--- config.mk ---
export PLATFORM = sky130hd
export DESIGN_NAME = irq_ctrl
export DESIGN_NICKNAME = d
export VERILOG_FILES = /design/src/rtl/irq_ctrl.sv
export SDC_FILE = /design/constraint.sdc
export NUM_CORES = 1
export LEC_CHECK = 0
export CORE_ASPECT_RATIO = 1.75
export CORE_UTILIZATION = 45
export CTS_BUF_LIST = sky130_fd_sc_hd__clkbuf_8
export DETAILED_ROUTE_END_ITERATION = 6
export PLACE_DENSITY_LB_ADDON = 0.2
export SETUP_SLACK_MARGIN = 0.2
export SYNTH_ARGS = -nofsm -noshare
export SYNTH_HDL_FRONTEND = slang
export SYNTH_SLANG_ARGS = --single-unit
export TNS_END_PERCENT = 10
--- constraint.sdc ---
create_clock -name clk -period 3.3 [get_ports clk]
set_input_delay 0.33 -clock clk [delete_from_list [all_inputs] [get_ports clk]]
set_output_delay 0.33 -clock clk [all_outputs]
set_load 0.1 [all_outputs]
--- src/rtl/irq_ctrl.sv ---
// IRQ entry/exit sequencer: synchronises the IRQ line, enters the handler at an
// instruction boundary and drives the SPSR/LR/flush/redirect actions.
module irq_ctrl #(
  parameter logic [31:0] VECTOR      = 32'h0000_0018,
  parameter int          SYNC_STAGES = 2
) (
  input  logic        clk,
  input  logic        rst_n,
  input  logic        en,
  input  logic        i_irq,
  input  logic        i_irq_mask,
  input  logic        i_int_mode,
  input  logic        i_insn_boundary,
  input  logic [31:0] i_pc_next,
  input  logic        i_exc_ret,
  output logic        o_spsr_bak,
  output logic        o_spsr_res,
  output logic        o_flush,
  output logic        o_redirect,
  output logic [31:0] o_redirect_pc,
  output logic        o_lr_we,
  output logic [31:0] o_lr_data,
  output logic        o_irq_ack,
  output logic        o_busy
);

  typedef enum logic [1:0] {IDLE, ENTER, HANDLER} state_t;

  state_t                 state;
  logic [SYNC_STAGES-1:0] sync_q;
  logic                   irq_s;
  logic                   take;
  logic                   entry_q;
  logic                   busy_q;
  logic [31:0]            lr_q;

  always_ff @(posedge clk or negedge rst_n) begin
    if (!rst_n) begin
      sync_q <= '0;
    end else if (en) begin
      sync_q <= {sync_q[SYNC_STAGES-2:0], i_irq};
    end
  end

  assign irq_s = sync_q[SYNC_STAGES-1];
  assign take  = (state == IDLE) & irq_s & ~i_irq_mask & ~i_int_mode & i_insn_boundary;

  // Entry strobes and busy are registered alongside the state so they never glitch on inputs.
  always_ff @(posedge clk or negedge rst_n) begin
    if (!rst_n) begin
      state   <= IDLE;
      entry_q <= 1'b0;
      busy_q  <= 1'b0;
      lr_q    <= 32'd0;
    end else if (en) begin
      case (state)
        IDLE: begin
          if (take) begin
            state   <= ENTER;
            entry_q <= 1'b1;
            busy_q  <= 1'b1;
            lr_q    <= i_pc_next + 32'd4;
          end
        end
        ENTER: begin
          state   <= HANDLER;
          entry_q <= 1'b0;
        end
        HANDLER: begin
          if (i_exc_ret) begin
            state  <= IDLE;
            busy_q <= 1'b0;
          end
        end
        default: begin
          state   <= IDLE;
          entry_q <= 1'b0;
          busy_q  <= 1'b0;
        end
      endcase
    end
  end

  // Restore is combinational so it lands on the same edge as the return commit.
  assign o_spsr_res    = (state == HANDLER) & i_exc_ret;
  assign o_spsr_bak    = entry_q;
  assign o_flush       = entry_q;
  assign o_redirect    = entry_q;
  assign o_lr_we       = entry_q;
  assign o_irq_ack     = entry_q;
  assign o_busy        = busy_q;
  assign o_redirect_pc = VECTOR;
  assign o_lr_data     = lr_q;

endmodule

==> results.md <==
- Status: finished clean
- Comb pwr share: 65.9%
- Worst endpoint required time: roughly 3500 ps
- Top_reg_cell synth: dfrtp_1
- Max_slew headroom: between 30% and 40%
- Critical Path Source Type: input port
- Number of global-route vias before repair: 1938
- Core ar.: roughly 5000 sq um
- Setup bufs post-CTS: 0
- Tmin final: between 2000 and 2500 ps
- First-pass GRT wire length: between 8000 and 9000 um
- Num Clock Sinks: 38
- Starting Density: between 40% and 50%
- Max-cap violations: 0
- Psw: between 1.5 and 2 mW
- Clock Path Buffers: 2
- Met2 WL post-DR: 2880 um
- Fin. Hold Viols: 0
- RSZ-0062 raised after global routing: no
- Via count: between 1500 and 2000
- CTS root buf: clkbuf_8
- Drt total wl: roughly 5000 um
- CTS H-tree lvls: 2
- DR DRC count: 0
- Layout cell share with drive strength beyond 1: just under 7%
- I/O pin total: roughly 110
- Critical path capture point type: flop
- Unique masters post-synth: 34
- WL met3: between 200 and 250 um
- Post-synthesis register bit count: 38
- Commonest non-fill, non-tap cell in the layout: clkdlybuf4s50_1
- Post-synth EDFFs: 0
- Clock Skew: roughly 2.2 ps
- TritonRoute pass-1 iters: 4
- Initial antenna violation count: 0
- Post-layout util: between 60% and 70%
- # port buffers: 78
- Setup_tns: 0 ps
- Latest clock arrival within the worst-skew pair: between 200 and 300 ps
- PostCTS Resize Cnt: 0
- Hold Slack: between 150 and 200 ps
- Gr usage total: about a fifth
- Cts bufs inserted: 5
- Placed Instances: 378
- # nets final: 372
- Metal-1 WL: ~1800 um
- Clock Pin Slew Worst Setup and Hold Paths: 70 ps
- Warnings from Yosys: 0
- Die extent in y: slightly below 100 um
- Pwr Total: around 3.0 mW
- N_diodes: 0
- CP arrival: 2610 ps
- Commonest cells after routing, fill and taps aside: 76 x clkdlybuf4s50_1, 38 x dfrtp_1, 36 x nand2_1
- Largest net degree at the start of global routing: 39
- Setup Crit Path Kind: input port to flop
- Internal power: approximately 1.2 mW
- Hold Path Class: input port to async pin
- Cts hold-fix bufs: 0
- Crit Path Max Fanout: 18
- Gate Count Post-Synth: ~260
- Fraction of synthesis flops using an asynchronous set or reset pin: 100%
- Syn_area_per_cell: between 8 and 9 sq um
- Final setup viols: 0
- Rows: 34
- Max Slew Vio Count: 0
- Fmax: around 410 MHz
- Drt wl/cell: roughly 13 um
- First DRT Iteration DRCs: 49
- Fin crit share: 73.1%
- LEAKAGE: 1.24 nW
- Die area: about 5500 sq um
- Sw frac: between 60% and 70%
- Power per cell area: a little under 1000 nW/um^2
- Post-Layout Cell Count: between 300 and 400
- Die Width: between 50 and 60 um
- Worst slew pin tran: approximately 1000 ps
- Top sig layer: met4
- Gr ovfl total: 0
- Post-synthesis sequential area ratio: between 40% and 50%
- Detail Route Antenna Nets: 0
- Reg power frac: between 20% and 30%
- DR vias/cell: between 5 and 6
- Clock power frac: 10.8%
- Area growth syn-to-layout: 30.1%
- TritonCTS clock tree: done
- Post-Syn Area: approximately 2300 sq um
- Maximum VDD drop: slightly above 0.0008 V
- Detail Placement HPWL: roughly 3900 um
- RD Place Congestion: a little under 0.8
power groups by stage:
stage                     Clock (mW)  Sequential [mW]  Combinational [mW]
after floorplan                    0             1.75               0.523
after global placement             0            0.704                1.96
after detailed placement           0            0.706                1.97
after CTS                      0.330            0.698                1.97
after global routing           0.355            0.716                2.02
final                          0.321            0.695                1.96
registers in the layout (all words and copies together) (netlist names):
register / cells
o_flush: 1
o_lr_data: 32
sync_q: 2
state: 2
o_busy: 1
metal layers:
layer | vias up | global-route usage, %
met4 | 0 | 5.07
met5 | - | 0
met2 | 75 | 35.9
met1 | 927 | 20.1
li1 | 990 | -
met3 | 6 | 4.13
worst paths after layout:
kind,slack (ps),cells past startpoint,to,from
max in group asynchronous,2600,1,o_lr_data[2],rst_n
min in group clk,480,2,o_lr_data[4],o_lr_data[4]
max,890,5,o_lr_data[25],i_pc_next[4]
max reg2reg,1630,4,o_lr_data[29],state[0]
min reg2reg,480,2,o_lr_data[4],o_lr_data[4]
min,160,1,o_lr_data[8],rst_n
Yosys cell counts (all sizes together) (2+ instances only):
| master | count | share of area [%] |
|---|---|---|
| inv | 5 | 0.81 |
| or3 | 6 | 1.8 |
| nor2 | 20 | 3.2 |
| mux2 | 2 | 0.97 |
| or4 | 13 | 4.2 |
| buf | 37 | 12 |
| xor2 | 3 | 1.1 |
| nand2 | 36 | 5.8 |
| a31oi | 14 | 3.8 |
| nor3 | 4 | 0.86 |
| o21ai | 22 | 4.7 |
| dfrtp | 38 | 41 |
| clkbuf | 10 | 3.0 |
| o31ai | 10 | 3.2 |
| and3 | 3 | 0.91 |
| nand3 | 11 | 2.8 |
| nand4 | 7 | 2.5 |
| nor4 | 2 | 0.54 |
| xnor2 | 10 | 3.8 |
| conb | 2 | 0.32 |
worst max-delay path, cell delays in order:
cell             delay [ps]
clkdlybuf4s50_1         580
nand3_2                 170
or4_1                   800
or4_1                   560
a31oi_1                 170
final cells by class:
| class | instances | area (sq um) |
|---|---|---|
| Timing Repair Buffer | 80 | 788 |
| Sequential cell | 38 | 951 |
| Tap cell | 54 | 67.6 |
| Clock inverter | 2 | 8.76 |
| Multi-Input combinational cell | 201 | 1120 |
| Inverter | 5 | 18.8 |
| Clock buffer | 6 | 82.6 |
| Fill cell | 469 | 1940 |
cells by family (layout without fill, tap and decap cells):
kind of cell | after synthesis | after routing | synth area share, %
AO/OA/AOI/OAI | 47 | 47 | 12.1
AND/OR/NAND/NOR | 106 | 106 | 24.0
other | 2 | 32 | 0.322
flip-flops | 38 | 38 | 40.8
adder cells (fa/ha/maj) | 1 | 1 | 0.537
multiplexers | 2 | 2 | 0.966
XOR/XNOR | 13 | 13 | 4.88
buffers and inverters | 53 | 93 | 16.4
stage by stage:
step,worst slack (ps),cell area (sq um)
final,886,3030
after global routing,771,3030
after CTS,888,3030
after detailed placement,602,2940
after global placement,660,2940
after floorplan,1360,2440
Power figures use the tool's default switching activity.
